## config.mk

```make
export PLATFORM = sky130hd
export DESIGN_NAME = dnn_accuracy_monitor
export DESIGN_NICKNAME = d
export VERILOG_FILES = /design/src/rtl/dnn_monitor_pkg.sv /design/src/rtl/correct_window.sv /design/src/rtl/dnn_accuracy_monitor.sv
export SDC_FILE = /design/constraint.sdc
export NUM_CORES = 2
export LEC_CHECK = 0
export CAP_MARGIN = 10
export CORE_MARGIN = 3
export CORE_UTILIZATION = 55
export CTS_CLUSTER_SIZE = 16
export DETAILED_ROUTE_END_ITERATION = 10
export GPL_ROUTABILITY_DRIVEN = 0
export PLACE_DENSITY_LB_ADDON = 0.08
export SETUP_SLACK_MARGIN = 0.1
export SYNTH_ARGS = -nofsm -noshare
export SYNTH_HDL_FRONTEND = slang
export SYNTH_SLANG_ARGS = --single-unit
```

## constraint.sdc

```tcl
create_clock -name clk -period 11.38 [get_ports clk]
set_clock_uncertainty 0.15 [all_clocks]
set_input_delay 1.707 -clock clk [delete_from_list [all_inputs] [get_ports clk]]
set_output_delay 1.707 -clock clk [all_outputs]
set_load 0.005 [all_outputs]
```

## src/rtl/dnn_monitor_pkg.sv

```systemverilog
// Shared types and width helpers for the DNN output-side accuracy monitor.
package dnn_monitor_pkg;

    typedef enum logic [1:0] {SYNC, COLLECT, EVAL} state_t;

    localparam int CNT_W   = 32;
    localparam int EPOCH_W = 16;

    function automatic int ems_w(input int width, input int n_out);
        return 2 * width + $clog2(n_out);
    endfunction

    // Number of fractional bits carried by ems.
    function automatic int frac2(input int frac_bits);
        return 2 * frac_bits;
    endfunction

    function automatic int cnt_w(input int n);
        return (n <= 1) ? 1 : $clog2(n);
    endfunction

endpackage

```

## src/rtl/correct_window.sv

```systemverilog
// Circular bit buffer holding the last `depth` correctness flags and their running sum.
module correct_window #(
    parameter int depth = 1000
) (
    input  logic                         clk,
    input  logic                         reset,
    input  logic                         push,
    input  logic                         bit_in,
    output logic [$clog2(depth+1)-1:0]   recent
);

    localparam int RW = $clog2(depth + 1);
    localparam int PW = (depth <= 1) ? 1 : $clog2(depth);

    logic [depth-1:0] win_bits;
    logic [PW-1:0]    ptr;

    // NOTE: the buffer is cleared on reset on purpose: `recent` is derived by
    // subtracting the evicted bit, so stale contents would corrupt the count.
    always_ff @(posedge clk) begin
        if (!reset) begin
            win_bits <= '0;
            ptr      <= '0;
            recent   <= '0;
        end else if (push) begin
            recent        <= recent - RW'(win_bits[ptr]) + RW'(bit_in);
            win_bits[ptr] <= bit_in;
            ptr           <= (ptr == PW'(depth - 1)) ? '0 : ptr + PW'(1);
        end
    end

endmodule

```

## src/rtl/dnn_accuracy_monitor.sv

```systemverilog
// Per-case scoreboard: collects ideal bits and squared deltas over a block cycle,
// then evaluates correctness, error sum, moving-window accuracy and epoch counts.
module dnn_accuracy_monitor
    import dnn_monitor_pkg::*;
#(
    parameter int width           = 16,
    parameter int frac_bits       = 12,
    parameter int n_out           = 16,
    parameter int n_cmp           = 10,
    parameter int cpc             = 18,
    parameter int checklast       = 1000,
    parameter int cases_per_epoch = 10000
) (
    input  logic                              clk,
    input  logic                              reset,
    input  logic [$clog2(cpc)-1:0]            cycle_index,
    input  logic                              y_out,
    input  logic [width-1:0]                  delta,
    input  logic [n_out-1:0]                  a_out_alln,
    output logic                              case_done,
    output logic                              correct,
    output logic [$clog2(checklast+1)-1:0]    recent,
    output logic [CNT_W-1:0]                  total_correct,
    output logic [CNT_W-1:0]                  num_train,
    output logic [ems_w(width, n_out)-1:0]    ems,
    output logic [EPOCH_W-1:0]                epoch,
    output logic                              epoch_done
);

    localparam int CI_W  = $clog2(cpc);
    localparam int EMS_W = ems_w(width, n_out);
    localparam int CIE_W = cnt_w(cases_per_epoch);

    if (cpc - 2 != n_out || n_cmp > n_out || frac2(frac_bits) > 2 * width) begin : g_bad_cfg
        $error("dnn_accuracy_monitor: inconsistent parameters");
    end

    state_t                  state, state_nxt;
    logic                    eval;
    logic                    collecting;
    logic                    correct_new;
    logic [n_out-1:0]        y_reg;
    logic [EMS_W-1:0]        acc;
    logic [CIE_W-1:0]        case_in_epoch;
    logic signed [2*width-1:0] sq;

    assign sq         = $signed(delta) * $signed(delta);
    assign collecting = (state != SYNC) && (cycle_index >= CI_W'(2));

    // NOTE: every combinational output gets a default before the case
    // statement so no path leaves a signal unassigned and infers a latch.
    always_comb begin
        state_nxt = state;
        eval      = 1'b0;
        case (state)
            SYNC:    if (cycle_index == '0) state_nxt = COLLECT;
            COLLECT: if (cycle_index == '0) begin
                         eval      = 1'b1;
                         state_nxt = EVAL;
                     end
            EVAL:    if (cycle_index == '0) eval = 1'b1;
                     else                    state_nxt = COLLECT;
            default: state_nxt = SYNC;
        endcase
    end

    assign case_done = (state == EVAL);

    always_comb begin
        correct_new = 1'b1;
        for (int i = 0; i < n_cmp; i++)
            if (a_out_alln[i] != y_reg[i]) correct_new = 1'b0;
    end

    // NOTE: all state is updated with non-blocking assignments so every
    // register samples values from before the edge, independent of order.
    always_ff @(posedge clk) begin
        if (!reset) begin
            state         <= SYNC;
            y_reg         <= '0;
            acc           <= '0;
            ems           <= '0;
            correct       <= 1'b0;
            total_correct <= '0;
            num_train     <= '0;
            case_in_epoch <= '0;
            epoch         <= '0;
            epoch_done    <= 1'b0;
        end else begin
            state      <= state_nxt;
            epoch_done <= 1'b0;
            if (eval) begin
                acc           <= '0;
                ems           <= acc;
                correct       <= correct_new;
                total_correct <= total_correct + CNT_W'(correct_new);
                num_train     <= num_train + CNT_W'(1);
                if (case_in_epoch == CIE_W'(cases_per_epoch - 1)) begin
                    case_in_epoch <= '0;
                    epoch         <= epoch + EPOCH_W'(1);
                    epoch_done    <= 1'b1;
                end else begin
                    case_in_epoch <= case_in_epoch + CIE_W'(1);
                end
            end else if (collecting) begin
                acc <= acc + EMS_W'($unsigned(sq));
                for (int i = 0; i < n_out; i++)
                    if (int'(cycle_index) == i + 2) y_reg[i] <= y_out;
            end
        end
    end

    correct_window #(.depth(checklast)) u_window (
        .clk    (clk),
        .reset  (reset),
        .push   (eval),
        .bit_in (correct_new),
        .recent (recent)
    );

endmodule

```

# [Word-level counts from Yosys, hierarchy flattened]
# Index checks and enable logic that the tools add are counted.
[totals] latchBits=0 ff_bits=1200 ram_bits=0 input_bits=40 out_inout_bits=129 memories=0 wordCells=107 romBits=0
[classes] n_lt_le_gt_ge=3 div=0 bitwise=2 mul=1 addsub=8 reduce_logical=20 n_eq_ne=27 mux=24 n_shift=0
[op_table] cell="$bwmux W1000" count=1
[op_table] cell="$add A36 B32 Y36" count=1
[op_table] cell="$reduce_and A3 Y1" count=11
[op_table] cell="$add A32 B1 Y32" count=1
[op_table] cell="$add A32 B1 Y32 const B" count=1
[op_table] cell="$mul A16 B16 Y32" count=1
[op_table] cell="$eq A5 B4 Y1 const B" count=4
[op_table] cell="$eq A5 B5 Y1 const B" count=4
[op_table] cell="$add A16 B1 Y16 const B" count=1
[op_table] cell="$mux W1" count=15
[op_table] cell="$add A14 B1 Y14 const B" count=1
[op_table] cell="$eq A14 B14 Y1 const B" count=1
[op_table] cell="$mux W14" count=1
[op_table] cell="$lt A10 B11 Y1 const B" count=1
[op_table] cell="$add A10 B1 Y10" count=1
[op_table] cell="$add A10 B1 Y10 const B" count=1
[op_table] cell="$bmux W1 S10" count=1
[op_table] cell="$demux W1 S10" count=1
[op_table] cell="$eq A10 B10 Y1 const B" count=1
[op_table] cell="$eq A5 B3 Y1 const B" count=2
[op_table] cell="$ge A10 B1 Y1 const B" count=1
[op_table] cell="$mux W10" count=1
[op_table] cell="$ne A1 B1 Y1" count=10
[op_table] cell="$sub A10 B1 Y10" count=1
[op_table] cell="13 further kinds" count=21

# [Longest topological paths before layout]
[logic_depth] word_depth=12 mapped_depth=36 depth_no_buf=35

# [Modules after synthesis]
# From an unflattened synthesis, not the netlist that was laid out.
[unflattened] hier_cells=7909 area_unflattened_um2=68127.8
[by_module_without_submodules] module="correct_window" seq_area_each_um2=20419.6 area_per_inst_um2=50085.5 cells_each=5844 instances=1
[by_module_without_submodules] module="dnn_accuracy_monitor" seq_area_each_um2=3603.5 area_per_inst_um2=18042.3 cells_each=2065 instances=1

# [Worst setup path before layout]
# OpenSTA, ideal clock, no wires.
[synth_timing] path_type="input port to flip-flop" start="input port delta[4]" end="register acc[28]" arrival_time_ps=9193 path_buffers=2 setup_time_ps=132 required_ps=11098 slack_ps=1905 stages=35 path_cell_list="clkbuf_1 > clkbuf_1 > nand2_1 > inv_1 > fa_1 > inv_1 > fa_1 > inv_1 > fa_1 > inv_1 > fa_1 > fa_1 > fa_1 > inv_1 > ha_1 > o21ai_0 > nor2_1 > o31a_1 > o311a_1 > o21ai_0 > nand2b_1 > a21oi_1 > o21ba_2 > xnor2_1 > ha_1 > a21o_1 > a211o_1 > a41oi_1 > a31oi_1 > a221o_1 > a311oi_1 > o21ai_0 > xor2_1 > nand2_1 > a21oi_1"
[synth_via] elab_chain_len=2
[synth_lines] item="from (decl)" line="dnn_accuracy_monitor.sv:18" rtl="input logic [width-1:0] delta,"
[synth_lines] item="$mul A16 B16 Y32" line="dnn_accuracy_monitor.sv:47" rtl="assign sq = $signed(delta) * $signed(delta);"
[synth_lines] item="$add A36 B32 Y36" line="dnn_accuracy_monitor.sv:106" rtl="acc <= acc + EMS_W'($unsigned(sq));"
[synth_lines] item="to (signal assigned)" line="dnn_accuracy_monitor.sv:106"
[synth_lines] item="to (decl)" line="dnn_accuracy_monitor.sv:43" rtl="logic [EMS_W-1:0] acc;"
# Every way passes these cells.
# A chain may end at the register's enable or synchronous reset.

# [Worst setup path after layout]
[layout_timing] start="input port delta[1]" end="register acc[28]"
# Same word-level chain as after synthesis.

==> impl_results.md <==
* Nets at 7,993
* Routed WL at 247,000 microns
* Num ports at 169
* DR iter-0 viols at 10,800
* Clk_lat worst skew at 0.75 ns
* Post-CTS setup repair buffer count at 0
* Finished Layout Cells at 9,207
* Post-CTS Resized at 0
* H-tree lvl count at 4
* Inst Count DP at 8,958
* GRT Util Overall at 0.389
* Antenna Violating Nets Remaining at 0
* Slowest stage cell, crit path: clkdlybuf4s50_1
* Cell area after layout at 72,000 sq um
* Synth async-reset ratio at 0
* Worst setup EP type: register
* Initial Util at 0.558
* DIE WIDTH at 350 microns
* Achievable Freq at 0.0996 GHz
* DIE HEIGHT at 350 microns
* Routed length on met3 at 34,500 microns
* Mapped Area at 65,200 sq um
* Initial antenna violation count at 18
* Dpl cell area at 67,400 sq um
* Final worst path period share at 0.882
* Hold-fix buffers, CTS at 0
* Largest register by flop count: u_window.win_bits
* Vias per cell at 6.77
* Largest regs: u_window.win_bits (1000), acc (36), ems (36)
* Largest fanout on the critical path at 12
* Setup crit start kind: primary input
* Max incr delay on CP at 0.83 ns
* Post-Synthesis Cells at 7,899
* Net Count, Synth at 8,321
* Most frequent cells in the layout: dfxtp_1, a21oi_1, nand3_1
* Failing checks: design-rule violations
* First-pass GRT wire length at 364,000 microns
* Grt total ovfl at 0
* Max Slew Vio Count at 0
* RSZ-0062 raised after global routing: false
* Post-synth EDFFs at 0
* Critical path class: in -> reg
* Die area at 123,000 sq um
* Drt pass-1 iters at 11
* Flops & latches, synth at 1,200
* VDD IR max at 535 uV
* Most common cell after layout, fill and taps aside: dfxtp_1
* Detail Placement HPWL at 141,000 microns
* TNS Setup at 0 ns
* Ys Warns at 0
* Clock root cell: clkbuf_16
* CTS Buf Count at 135
* Mean Syn Cell Area at 8.26 sq um
* Max cap viols at 0
* Critical Path RT at 11.89 ns
* CTS Buffer Depth at 3
* Largest register FFs at 1,000
* Layout cells sized above 1 at 0.0806
* Netlist cell types at 82
* Vias in the first global route at 56,700
* CTS tree: done
* Wire length per cell at 26.9 microns
* Setup violators final at 0
* PortBufs at 162
* Final Hold Vio Count at 0
* Hold WC Path Type: reg -> reg
* Power Density at 251 nW/um^2
* Crit path top cell by count: fa_1
* Slew @ Worst Pin at 1.35 ns
* Clock Sinks at 1,200
* Metal-1 WL at 97,100 microns
* Register area share after synthesis at 0.368
* Top layer in use: met5
* Leak at 23.5 nW
* Slew margin rel. at 0.0959
* Row count at 125
* Clk slew on worst S/H paths at 0.06 ns
* Residual DRC at 2
* Largest net degree at the start of global routing at 247
* Vias at 62,400
* Status: finished, violations left
* Min Tclk post-route at 10.04 ns
* Met2 routed WL at 102,000 microns
* Top FF cell, synth: dfxtp_1
* Core area at 117,000 sq um
* Area Growth Syn to Fin at 10.4%
* Critical path arrival at 10.55 ns
path summary, 6_finish.rpt:
path	start	endpoint	slack, ns	cells past startpoint
max	delta[1]	acc[28]$_SDFFE_PP0P_	1.34	35
min	ems[4]$_SDFFE_PN0P_	ems[4]$_SDFFE_PN0P_	0.30	2
max reg2reg	u_window.ptr[0]$_SDFFE_PN0P_	u_window.recent[9]$_SDFFE_PN0P_	3.34	25
min reg2reg	ems[4]$_SDFFE_PN0P_	ems[4]$_SDFFE_PN0P_	0.30	2
stage by stage:
step	worst slack (ns)	hold WS, ns	total power, mW	util
floorplan	1.91	0.282	11.3	-
global placement	0.791	0.292	13.3	0.576
detailed placement	0.621	0.296	13.5	0.576
CTS	1.38	0.305	18.0	0.615
global route	0.837	0.322	19.4	0.615
finish	1.34	0.301	18.1	0.616
synthesized netlist by cell type, drive strengths merged (23+ instances only):
library cell	instances	area [sq um]
dfxtp	1200	24000
a21oi	1164	5830
nand3	1094	5510
o21ai	1056	5290
clkbuf	634	2380
inv	377	1420
nand2	372	1400
mux2i	345	3450
nor2	269	1040
fa	238	4760
buf	166	867
o22ai	151	945
ha	144	1800
mux4	92	2070
xnor2	85	744
xor2	82	718
and2	49	307
nand4	43	269
nor3	39	233
nor4	36	231
and3	32	201
a21o	25	188
or3	23	149
power breakdown:
group,leakage [nW],internal [mW],switching [mW]
registers,9.66,4.23,0.0291
logic,11.6,3.78,5.51
clock network,2.25,2.69,1.84
critical path: cells and delay by family:
family | cells | cell delay, ns
AOI/OAI and AO/OA | 15 | 3.38
xor gates and xnor gates | 2 | 0.28
buffers and inverters | 6 | 1.33
adders and majority gates | 8 | 3.47
and+or+nand+nor | 4 | 0.37
metal layers:
metal,up-vias,track usage
li1,27100,-
met1,30200,0.539
met2,4214,0.548
met3,855,0.123
met4,13,0.189
met5,-,0.00275
kinds of logic after synthesis:
logic type	Yosys count	share of synthesized area
compound gates	2505	0.201
simple gates	2028	0.151
flops	1200	0.368
buf+inv	1177	0.0715
mux	440	0.0852
fa+ha+maj	382	0.101
xor+xnor	167	0.0224
final cells by class:
cell class,count,area [sq um]
Fill cell,10300,45000
Multi-Input combinational cell,5522,37000
Sequential cell,1200,24000
Clock buffer,200,4070
Timing Repair Buffer,335,3020
Tap cell,1524,1910
Inverter,377,1420
Clock inverter,38,505
Antenna cell,11,27.5
(Power assumes the default switching activity.)
